<file path="src/rtl/sigdel_cic_decimator.sv">
// ---------------------------------------------------------------------------
// sigdel_cic_decimator
//
// Third-order CIC (sinc^3) decimator. Turns a single-bit sigma-delta
// bitstream (1 -> +1, 0 -> -1) into signed OUTPUT_WIDTH-bit words at
// 1/R of the input rate, R = 2**DECIMATION_LOG2, delivered through a
// valid/ready handshake.
//
// Parameters
//   DECIMATION_LOG2 : log2 of the decimation ratio (legal 2..7)
//   OUTPUT_WIDTH    : output word width, >= 2 + 3*DECIMATION_LOG2
//
// Ports
//   clock        : single rising-edge clock (modulator rate)
//   reset        : synchronous, active-low; clears every register
//   enable       : consume one bitstream sample this clock
//   bitstream_in : modulator output bit
//   data_out     : decimated sample, stable while data_valid is high
//   data_valid   : sample available
//   data_ready   : consumer accepts the sample this clock
//   saturated    : the held data_out was clipped to positive full scale
//   overrun      : sticky; a new sample was dropped because the held one
//                  had not been accepted
// ---------------------------------------------------------------------------
module sigdel_cic_decimator #(
    parameter int DECIMATION_LOG2 = 6,
    parameter int OUTPUT_WIDTH    = 24
) (
    input  logic                           clock,
    input  logic                           reset,
    input  logic                           enable,
    input  logic                           bitstream_in,
    output logic signed [OUTPUT_WIDTH-1:0] data_out,
    output logic                           data_valid,
    input  logic                           data_ready,
    output logic                           saturated,
    output logic                           overrun
);

    // Internal modulo width: the comb output spans +/-2^(3*log2 R), which
    // needs 3*log2 R + 2 bits. Integrators are allowed to wrap at this width;
    // the comb differences undo the wrap.
    localparam int W     = 2 + 3 * DECIMATION_LOG2;
    localparam int SHIFT = OUTPUT_WIDTH - 1 - 3 * DECIMATION_LOG2;
    localparam int EXT_W = OUTPUT_WIDTH + 1;

    localparam logic [DECIMATION_LOG2-1:0] CNT_LAST = '1;

    localparam logic signed [EXT_W-1:0] POS_MAX = {2'b00, {(OUTPUT_WIDTH-1){1'b1}}};
    localparam logic signed [EXT_W-1:0] NEG_MIN = {2'b11, {(OUTPUT_WIDTH-1){1'b0}}};

    // Sign-extend the comb result, scale it to full output range and clip.
    // Returns {clipped_flag, word}. Only +2^(3*log2 R) can exceed the
    // positive limit; the most negative value lands exactly on -2^(OW-1)
    // and is not a clip.
    function automatic logic [OUTPUT_WIDTH:0] scale_sat(input logic signed [W-1:0] c);
        logic signed [EXT_W-1:0] ext;
        logic signed [EXT_W-1:0] shifted;
        ext     = EXT_W'(c);
        shifted = ext <<< SHIFT;
        if (shifted > POS_MAX) begin
            scale_sat = {1'b1, POS_MAX[OUTPUT_WIDTH-1:0]};
        end else if (shifted < NEG_MIN) begin
            scale_sat = {1'b1, NEG_MIN[OUTPUT_WIDTH-1:0]};
        end else begin
            scale_sat = {1'b0, shifted[OUTPUT_WIDTH-1:0]};
        end
    endfunction

    // ------------------------------------------------------------------
    // Stage p0: integrators and decimation counter (input rate)
    // ------------------------------------------------------------------
    logic signed [W-1:0]          x_step;
    logic signed [W-1:0]          i1_p0, i2_p0, i3_p0;
    logic signed [W-1:0]          i1_nxt, i2_nxt, i3_nxt;
    logic [DECIMATION_LOG2-1:0]   dec_cnt_p0;
    logic                         dec_event;

    assign x_step    = bitstream_in ? W'(1) : {W{1'b1}};
    assign dec_event = enable && (dec_cnt_p0 == CNT_LAST);

    // The three integrators are chained within one clock: each one adds
    // the freshly updated value of the one before it.
    always_comb begin
        i1_nxt = i1_p0 + x_step;
        i2_nxt = i2_p0 + i1_nxt;
        i3_nxt = i3_p0 + i2_nxt;
    end

    always_ff @(posedge clock) begin
        if (!reset) begin
            i1_p0      <= '0;
            i2_p0      <= '0;
            i3_p0      <= '0;
            dec_cnt_p0 <= '0;
        end else if (enable) begin
            i1_p0      <= i1_nxt;
            i2_p0      <= i2_nxt;
            i3_p0      <= i3_nxt;
            dec_cnt_p0 <= dec_cnt_p0 + 1'b1;
        end
    end

    // ------------------------------------------------------------------
    // Stage p1: comb section, one step per decimation event
    // ------------------------------------------------------------------
    logic signed [W-1:0] d1_p1, d2_p1, d3_p1;
    logic signed [W-1:0] c1, c2, c3;
    logic signed [W-1:0] c3_p1;
    logic                vld_p1;
    logic [1:0]          warm_cnt;

    // The comb works on the integrator value that includes the sample
    // consumed on the decimation clock itself.
    always_comb begin
        c1 = i3_nxt - d1_p1;
        c2 = c1 - d2_p1;
        c3 = c2 - d3_p1;
    end

    // The first three comb outputs are built from half-filled delay lines
    // and are dropped; warm_cnt parks at 3 until the next reset.
    always_ff @(posedge clock) begin
        if (!reset) begin
            d1_p1    <= '0;
            d2_p1    <= '0;
            d3_p1    <= '0;
            c3_p1    <= '0;
            vld_p1   <= 1'b0;
            warm_cnt <= 2'd0;
        end else begin
            vld_p1 <= 1'b0;
            if (dec_event) begin
                d1_p1 <= i3_nxt;
                d2_p1 <= c1;
                d3_p1 <= c2;
                c3_p1 <= c3;
                if (warm_cnt == 2'd3) begin
                    vld_p1 <= 1'b1;
                end else begin
                    warm_cnt <= warm_cnt + 2'd1;
                end
            end
        end
    end

    // ------------------------------------------------------------------
    // Stage p2: scaling, saturation and output handshake
    // ------------------------------------------------------------------
    logic [OUTPUT_WIDTH:0] scaled_p1;

    assign scaled_p1 = scale_sat(c3_p1);

    // A new word may load when the slot is empty or is being emptied on
    // this same clock; otherwise the held word wins and the new one is lost.
    always_ff @(posedge clock) begin
        if (!reset) begin
            data_out   <= '0;
            saturated  <= 1'b0;
            data_valid <= 1'b0;
            overrun    <= 1'b0;
        end else begin
            if (vld_p1) begin
                if (!data_valid || data_ready) begin
                    data_out   <= $signed(scaled_p1[OUTPUT_WIDTH-1:0]);
                    saturated  <= scaled_p1[OUTPUT_WIDTH];
                    data_valid <= 1'b1;
                end else begin
                    overrun <= 1'b1;
                end
            end else if (data_valid && data_ready) begin
                data_valid <= 1'b0;
            end
        end
    end

endmodule

</file>
<file path="config.mk">
export PLATFORM = sky130hd
export DESIGN_NAME = sigdel_cic_decimator
export DESIGN_NICKNAME = d
export VERILOG_FILES = /design/src/rtl/sigdel_cic_decimator.sv
export SDC_FILE = /design/constraint.sdc
export NUM_CORES = 1
export LEC_CHECK = 0
export CORE_ASPECT_RATIO = 1.4
export CORE_MARGIN = 2
export CORE_UTILIZATION = 40
export CTS_BUF_LIST = sky130_fd_sc_hd__clkbuf_16
export DETAILED_ROUTE_END_ITERATION = 12
export PLACE_DENSITY = 0.68
export RECOVER_POWER = 50
export SYNTH_ARGS = -nofsm -noshare
export SYNTH_HDL_FRONTEND = slang
export SYNTH_SLANG_ARGS = --single-unit
</file>
<file path="constraint.sdc">
create_clock -name clock -period 14.7 [get_ports clock]
set_input_delay 2.205 -clock clock [delete_from_list [all_inputs] [get_ports clock]]
set_output_delay 2.205 -clock clock [all_outputs]
set_load 0.02 [all_outputs]
</file>
# [Word-level counts from Yosys, hierarchy flattened]
# Index checks and enable logic that the tools add are counted.
[classes] addsub=8 multipliers=0 n_div=0 n_lt_le_gt_ge=2 eq_ne=3 shift=0 muxes=7 bitwise_logic=2 reduce_logical=10
[op_table] op="$add 20x20->20" count=3
[op_table] op="$sub 20x20->20" count=3
[op_table] op="$mux 25" count=2
[op_table] op="$gt 25x24->1 const B" count=1
[op_table] op="$lt 25x24->1 const B" count=1
[op_table] op="$mux 20" count=1
[op_table] op="$reduce_and 2->1" count=5
[op_table] op="$add 6x1->6 const B" count=1
[op_table] op="$eq 6x6->1 const B" count=1
[op_table] op="$mux 1" count=4
[op_table] op="$add 2x1->2 const B" count=1
[op_table] op="$eq 2x2->1 const B" count=1
[op_table] op="$logic_and 1x1->1" count=2
[op_table] op="$ne 2x1->1 const B" count=1
[op_table] op="$not 1->1" count=2
[op_table] op="$reduce_bool 2->1" count=1
[op_table] op="$logic_not 1->1" count=1
[op_table] op="$logic_or 1x1->1" count=1
[totals] regBits=176 latchBits=0 mem_bits_rw=0 mem_bits_ro=0 in_bits=5 output_inout_bits=27 elab_cells=46 memories=0

# [Logic depth before layout (Yosys ltp)]
# Gate-level depths: netlist of the first run.
[logic_depth] ltp_word=7 depth_mapped=43 depth_no_buf=43

# [Worst setup path before layout of the first run]
# OpenSTA, ideal clock, no wires.
[synth_timing] path_type="input port to flip-flop" from="input port bitstream_in" to="register c3_p1[19]" setup_ps=136 arrival_time_ps=10223 slack_ps=4342 stages=40 n_path_buf=0 path_cell_list="inv_1 -> fa_1 -> a21o_1 -> a21oi_1 -> o21bai_1 -> a21oi_1 -> o21bai_1 -> a21oi_1 -> xnor2_1 -> ha_1 -> and2_1 -> o21ai_0 -> nand2_1 -> nor2_1 -> xnor2_1 -> ha_1 -> or4_1 -> o21ai_1 -> [... 4 more ...] -> ha_1 -> and2_1 -> a22o_1 -> a311oi_1 -> xnor2_1 -> ha_1 -> nand3_1 -> nand2_1 -> a41o_1 -> nor2_1 -> xnor2_1 -> ha_1 -> or3_1 -> o311ai_0 -> a311oi_1 -> nor4b_1 -> a2111oi_1 -> o31ai_1"
[synth_between] elab_chain_cells=7
[synth_rtl] item="start, declared" line="32" source="input logic bitstream_in,"
[synth_rtl] item="$mux 20" line="79" source="assign x_step = bitstream_in ? W'(1) : {W{1'b1}};"
[synth_rtl] item="$add 20x20->20" line="85" source="i1_nxt = i1_p0 + x_step;"
[synth_rtl] item="net i1_nxt[8]" line="75" source="logic signed [W-1:0] i1_nxt, i2_nxt, i3_nxt;"
[synth_rtl] item="$add 20x20->20" line="86" source="i2_nxt = i2_p0 + i1_nxt;"
[synth_rtl] item="net i2_nxt[10]" line="75"
[synth_rtl] item="$add 20x20->20" line="87" source="i3_nxt = i3_p0 + i2_nxt;"
[synth_rtl] item="net i3_nxt[15]" line="75"
[synth_rtl] item="$sub 20x20->20" line="116" source="c1 = i3_nxt - d1_p1;"
[synth_rtl] item="net c1[16]" line="108" source="logic signed [W-1:0] c1, c2, c3;"
[synth_rtl] item="$sub 20x20->20" line="117" source="c2 = c1 - d2_p1;"
[synth_rtl] item="net c2[17]" line="108"
[synth_rtl] item="$sub 20x20->20" line="118" source="c3 = c2 - d3_p1;"
[synth_rtl] item="end signal, assigned" line="128" source="c3_p1 <= '0;"
[synth_rtl] item="end signal, assigned" line="137" source="c3_p1 <= c3;"
[synth_rtl] item="end, declared" line="109" source="logic signed [W-1:0] c3_p1;"
# The timed path passes the listed nets, and every way through them passes these cells.
# A chain may end at the register's enable or synchronous reset.

# [Final worst setup path of the first run]
# Ends and elaborated chain as after synthesis.

==> results of run 1 <==
## critical path: cells and delay by family
family                     cells  cell delay (ns)
AOI/OAI and AO/OA             18             3.97
buffers and inverters          2             1.10
adders and majority gates      6             1.90
xor gates and xnor gates       5             0.95
and+or+nand+nor               11             1.71
## path summary, 6_finish.rpt
| path | from | end | slack (ns) |
|---|---|---|---|
| worst min-delay path | c3_p1[10] | c3_p1[10] | 0.45 |
| worst max-delay path | bitstream_in | c3_p1[19] | 3.08 |
| worst min register to register | c3_p1[10] | c3_p1[10] | 0.45 |
| worst max register to register | i1_p0[0] | c3_p1[19] | 5.52 |
## cells in the final DEF, fill, tap and decap left out, drive strengths merged, types with 5 or more instances in the layout
master,netlist,final
and3,9,9
nand3,24,24
clkbuf,46,20
xor2,29,29
a21o,27,27
o2111ai,5,5
dfxtp,172,172
o21a,10,10
inv,102,107
a21boi,8,8
o21ai,53,53
o211ai,9,9
and2,9,9
nor2b,24,24
o31ai,5,5
a211oi,37,37
ha,123,123
a31oi,17,17
or3,7,7
nor3,21,21
clkinv,1,7
nor2,158,158
a211o,5,5
a21oi,141,141
nand4,6,6
nand2b,11,11
dlygate4sd3,0,29
o21bai,7,7
fa,6,6
xnor2,73,73
mux2i,52,52
nand2,170,170
a22o,6,6
## final cells by class
type | count | area [um^2] | share of cell area (%)
clock buffers | 17 | 425 | 3.35
clock inverters | 15 | 138 | 1.09
inverters | 103 | 388 | 3.06
multi-input cells | 1108 | 7480 | 59.0
flip-flops and latches | 172 | 3440 | 27.2
well taps | 375 | 469 | 3.70
repair buffers | 37 | 342 | 2.69
## through the flow
stage / hold WS, ns / utilization, % / instances
2_1_floorplan: 0.432 / - / 1438
5_1_grt: 0.465 / 44.6 / 1827
3_3_place_gp: 0.440 / 42.7 / 1795
3_5_place_dp: 0.445 / 42.7 / 1795
6_report: 0.451 / 44.6 / 1827
4_1_cts: 0.453 / 44.7 / 1827
## flip-flops by register name, summed over array words and instances, names as in the netlist
signal and cells:
c3_p1 20, d1_p1 20, d2_p1 20, d3_p1 20
data_out 20, i1_p0 20, i2_p0 20, i3_p0 20
dec_cnt_p0 6, warm_cnt 2, data_valid 1, overrun 1
saturated 1, vld_p1 1
## cell families after synthesis
family	count (synthesis)
simple gates	461
compound gates	362
flops	172
buf+inv	158
fa+ha+maj	129
xor+xnor	104
mux	52
## per-layer routing
| layer | part of all wire [%] | wire [um] | GRT usage [%] | up-vias |
|---|---|---|---|---|
| met4 | 1.5 | 345 | 4.95 | 0 |
| li1 | - | - | - | 5008 |
| met5 | 0 | 0 | 0 | - |
| met2 | 53 | 11800 | 30.5 | 86 |
| met3 | 1.6 | 355 | 2.14 | 26 |
| met1 | 44 | 9930 | 17.2 | 4275 |
==> impl_metrics.env, run 1 <==
export IMPL_min_period_over_period_pct=79.0
export IMPL_holdBufCountCts=0
export IMPL_rsz0062_at_grt="no"
export IMPL_fin_area_um2=12700
export IMPL_avgViaCountPerCell=5.14
export IMPL_clkTransAtPathRegs_ns=0.07
export IMPL_num_antenna_cells=0
export IMPL_dieHeight_um=205
export IMPL_syn_avg_cell_area_um2=8.01
export IMPL_wl_um=22400
export IMPL_tightest_slew_ns=4.25
export IMPL_syn_nets=1572
export IMPL_critPathMaxStageDelay_ns=0.56
export IMPL_core_area_um2=28400
export IMPL_overflow=0
export IMPL_crit_required_ns=14.92
export IMPL_synth_edf_count=0
export IMPL_cts_sinks=172
export IMPL_hp_class="reg2reg"
export IMPL_post_route_worst_setup_slack_ns=3.08
export IMPL_finalSetupViolCount=0
export IMPL_status="finished, violations left"
export IMPL_holdPathStages=2
export IMPL_ctsHtreeMaxLevel=4
export IMPL_insertion_delay_ns=0.43
export IMPL_antenna_found_initial=0
export IMPL_max_freq_mhz=86.1
export IMPL_ys_flop_type="dfxtp_1"
export IMPL_grt_util_all_layers_pct=15.6
export IMPL_synth_distinct_cells=68
export IMPL_synthMuxAreaShare_pct=4.52
export IMPL_cts_root_buf="clkbuf_16"
export IMPL_grt_first_pass_wirelength_um=40500
export IMPL_synth_top_area_share_pct=29.9
export IMPL_yosys_warnings=0
export IMPL_yosys_cell_count_top_type="dfxtp_1"
export IMPL_synth_compound_area_share_pct=20.1
export IMPL_synthCells=1438
export IMPL_grt_pass1_vias=9318
export IMPL_die_area_um2=30200
export IMPL_synth_top_area_cell="dfxtp_1"
export IMPL_critPathArrivalTime_ns=11.84
export IMPL_syn_area_um2=11500
export IMPL_syn2layout_area_growth_pct=10.1
export IMPL_worstSetupPathType="in2reg"
export IMPL_rows=73
export IMPL_fin_nets=1573
export IMPL_drt_pass1_iterations=5
export IMPL_gp_congestion=0.768
export IMPL_numCtsBuffers=17
export IMPL_ys_top_cells_by_count="172 x dfxtp_1, 170 x nand2_1, 158 x nor2_1"
export IMPL_cpMaxStageDelayCell="dlygate4sd3_1"
export IMPL_start_util_pct=40.5
export IMPL_ys_seq_area_share_pct=29.9
export IMPL_die_x_um=147
export IMPL_place_area_um2=12100
export IMPL_ctsResizeCount=0
export IMPL_worst_setup_path_start_kind="input pin"
export IMPL_synth_async_reset_ratio_pct=0
export IMPL_port_buffers=31
export IMPL_hold_viol_final=0
export IMPL_drtAntennaViolNets=0
export IMPL_synthAdderAreaFrac_pct=14.4
export IMPL_place_ws_ns=2.88
export IMPL_worst_clock_skew_ns=0.0129
export IMPL_post_route_drc_count=0
export IMPL_synth_xor_area_share_pct=8.17
export IMPL_critPathMaxFanout=19
export IMPL_hpwl_um=16300
export IMPL_synth_simple_gate_area_share_pct=17.7
export IMPL_fin_setup_tns_ns=0
export IMPL_final_max_slew_violation_count=223
export IMPL_clockBufferDepth=2
export IMPL_synth_top_family_by_area="compound AO/OA/AOI/OAI gates"
export IMPL_drt_iter0_drc=301
export IMPL_crit_top_cell="ha_1"
export IMPL_post_route_min_period_ns=11.62
export IMPL_synth_area_leaders="dfxtp_1 30%, ha_1 13%, a21oi_1 6.1%"
export IMPL_grt_max_degree=95
export IMPL_io_pins=32
export IMPL_r2r_cells=40
export IMPL_nFillCells=2868
export IMPL_cp_end_kind="flip-flop"
export IMPL_ys_ff_latch=172
export IMPL_routed_via_count=9395
export IMPL_drv_cap=3
export IMPL_post_cts_buffers=0
export IMPL_final_layout_size_suffix_gt1_share_pct=3.44
export IMPL_violations="capacitance limit, slew limit"
export IMPL_wl_per_cell_um=12.3
export IMPL_slew_headroom_pct=-183
export IMPL_cts_tree="yes"
Power of run 1 is left out: the tool's default activity adds up to more than one toggle a clock period on the data nets, which glitch-free logic cannot reach.
==> inputs of run 2 (changes only) <==
- clock period: 14.7 -> 11.5 ns (I/O delays scaled with it)
==> run 2 against run 1 <==
Compared with the run above:
- the flow still finishes with violations (capacitance limit, slew limit)
- global-route usage increased by 0.35 points
- clock-buffer cell count unchanged
- clock skew rose by 0.0023 ns
- critical path depth decreased by 1
- first-iteration DRC count increased by 11%
- sequential cell count unchanged
- die area unchanged
- critical path type unchanged
- largest cell class unchanged
- utilization increased by 0.48 points
- non-clock buffer count is 2 higher
- routed wire length grew 2.7%
- via count increased by 1.5%
- register-to-register slack worse by 3.0 ns
==> impl_metrics.env, run 2 (synthesis results as in run 1) <==
export IMPL_most_common_layout_cells="172 x dfxtp_1, 170 x nand2_1, 158 x nor2_1, 141 x a21oi_1, 123 x ha_1"
export IMPL_rsz0062_at_grt="no"
export IMPL_core_area_um2=28400
export IMPL_die_area_um2=30200
export IMPL_worst_path_buf_inv=2
export IMPL_max_freq_mhz=94.7
export IMPL_worstSetupPathType="in2reg"
export IMPL_avgViaCountPerCell=5.21
export IMPL_post_route_min_period_ns=10.56
export IMPL_final_common_cell="dfxtp_1"
export IMPL_path_depth=41
export IMPL_critPathArrivalTime_ns=10.85
export IMPL_cts_tree="yes"
export IMPL_dieHeight_um=205
export IMPL_violations="capacitance limit, slew limit"
export IMPL_wl_um=23000
export IMPL_cts_sinks=172
export IMPL_routed_via_count=9532
export IMPL_grt_first_pass_wirelength_um=41200
export IMPL_num_antenna_cells=0
export IMPL_rows=73
export IMPL_fin_setup_tns_ns=0
export IMPL_start_util_pct=40.5
export IMPL_cp_startpoint="bitstream_in"
export IMPL_regArea_um2=3440
export IMPL_critPathMaxStageDelay_ns=0.49
export IMPL_tightest_slew_ns=3.46
export IMPL_hp_class="reg2reg"
export IMPL_fin_nets=1575
export IMPL_die_x_um=147
export IMPL_r2r_start="i1_p0[0]"
export IMPL_numCtsBuffers=17
export IMPL_io_pins=32
export IMPL_holdBufCountCts=0
export IMPL_holdPathStages=2
export IMPL_wl_per_cell_um=12.6
export IMPL_critPathMaxFanout=6
export IMPL_min_period_over_period_pct=91.9
export IMPL_clkTransAtPathRegs_ns=0.07
export IMPL_cp_top_family="compound AO/OA/AOI/OAI gates"
export IMPL_drt_iter0_drc=333
export IMPL_hold_start="d2_p1[10]"
export IMPL_hold_viol_final=0
export IMPL_clockBufferDepth=2
export IMPL_nFillCells=2841
export IMPL_drt_pass1_iterations=4
export IMPL_drv_cap=1
export IMPL_cts_root_buf="clkbuf_16"
export IMPL_grt_max_degree=84
export IMPL_final_max_slew_violation_count=76
export IMPL_syn2layout_area_growth_pct=11.3
export IMPL_ctsHtreeMaxLevel=4
export IMPL_postLayoutCoreUtil_pct=45.1
export IMPL_cpMaxStageDelayCell="clkdlybuf4s50_1"
export IMPL_crit_required_ns=11.79
export IMPL_slew_headroom_pct=-131
export IMPL_drtAntennaViolNets=0
export IMPL_multi_input_area_um2=7480
export IMPL_grt_pass1_vias=9526
export IMPL_hpwl_um=16400
export IMPL_gp_congestion=0.776
export IMPL_post_route_drc_count=0
export IMPL_antenna_found_initial=0
export IMPL_port_buffers=31
export IMPL_worst_setup_path_start_kind="input pin"
export IMPL_r2r_cells=39
export IMPL_insertion_delay_ns=0.43
export IMPL_status="finished, violations left"
export IMPL_worst_clock_skew_ns=0.0152
export IMPL_grt_util_all_layers_pct=16.0
export IMPL_finalSetupViolCount=0
export IMPL_final_layout_size_suffix_gt1_share_pct=3.72
export IMPL_overflow=0
export IMPL_cp_end_kind="flip-flop"
[run 2: cell types whose count changed in the layout (fill, tap and decap cells not counted), moves of 2 or more]
cell        change
bufinv_16       +5
buf_4           +3
clkinv_2        -2
clkinv_4        -2
clkinvlp_4      -2
[run 2: layer usage]
layer / routed length, um / share of wire, % / track usage [%]
met1: 9990 / 43 / 17.5
met2: 12200 / 53 / 31.3
met3: 363 / 1.6 / 2.00
met4: 470 / 2.0 / 5.36
met5: 0 / 0 / 0
[run 2: layout make-up]
| cell class | instances | share of cell area [%] |
|---|---|---|
| Inverter | 103 | 3.04 |
| Multi-Input combinational cell | 1108 | 58.4 |
| Sequential cell | 172 | 26.9 |
| Tap cell | 375 | 3.66 |
| Clock inverter | 14 | 1.95 |
| Timing Repair Buffer | 39 | 2.81 |
| Clock buffer | 17 | 3.32 |
[run 2: worst paths after layout]
check	slack, ns	endpoint
hold reg to reg	0.45	d2_p1[10]
setup reg to reg	2.48	c3_p1[19]
hold / removal	0.45	d2_p1[10]
setup / recovery	0.94	c3_p1[19]
[run 2: worst register-to-register path, delay by kind of cell (launching register included)]
kind	cells	cell delay (ns)
DFF	1	0.39
AOI/OAI and AO/OA	23	5.01
and+or+nand+nor	6	0.70
adders and majority gates	6	1.99
xor gates and xnor gates	4	0.78
[run 2: what timing repair did]
| item | in CTS | in global routing |
|---|---|---|
| resized for setup | 0 | 2 |
| buffers inserted | 0 | 1 |
| setup endpoints to repair | 0 | 1 |
[run 2: through the flow]
step / cells / worst slack, ns / cell area, um^2 / hold slack, ns
5_1_grt: 1828 / 0.0205 / 12800 / 0.471
3_3_place_gp: 1796 / 0.678 / 12100 / 0.439
2_1_floorplan: 1438 / 1.62 / 11500 / 0.432
4_1_cts: 1827 / 0.794 / 12800 / 0.455
3_5_place_dp: 1796 / 0.376 / 12100 / 0.445
6_report: 1828 / 0.936 / 12800 / 0.451
Power of run 2 is left out for the same reason.
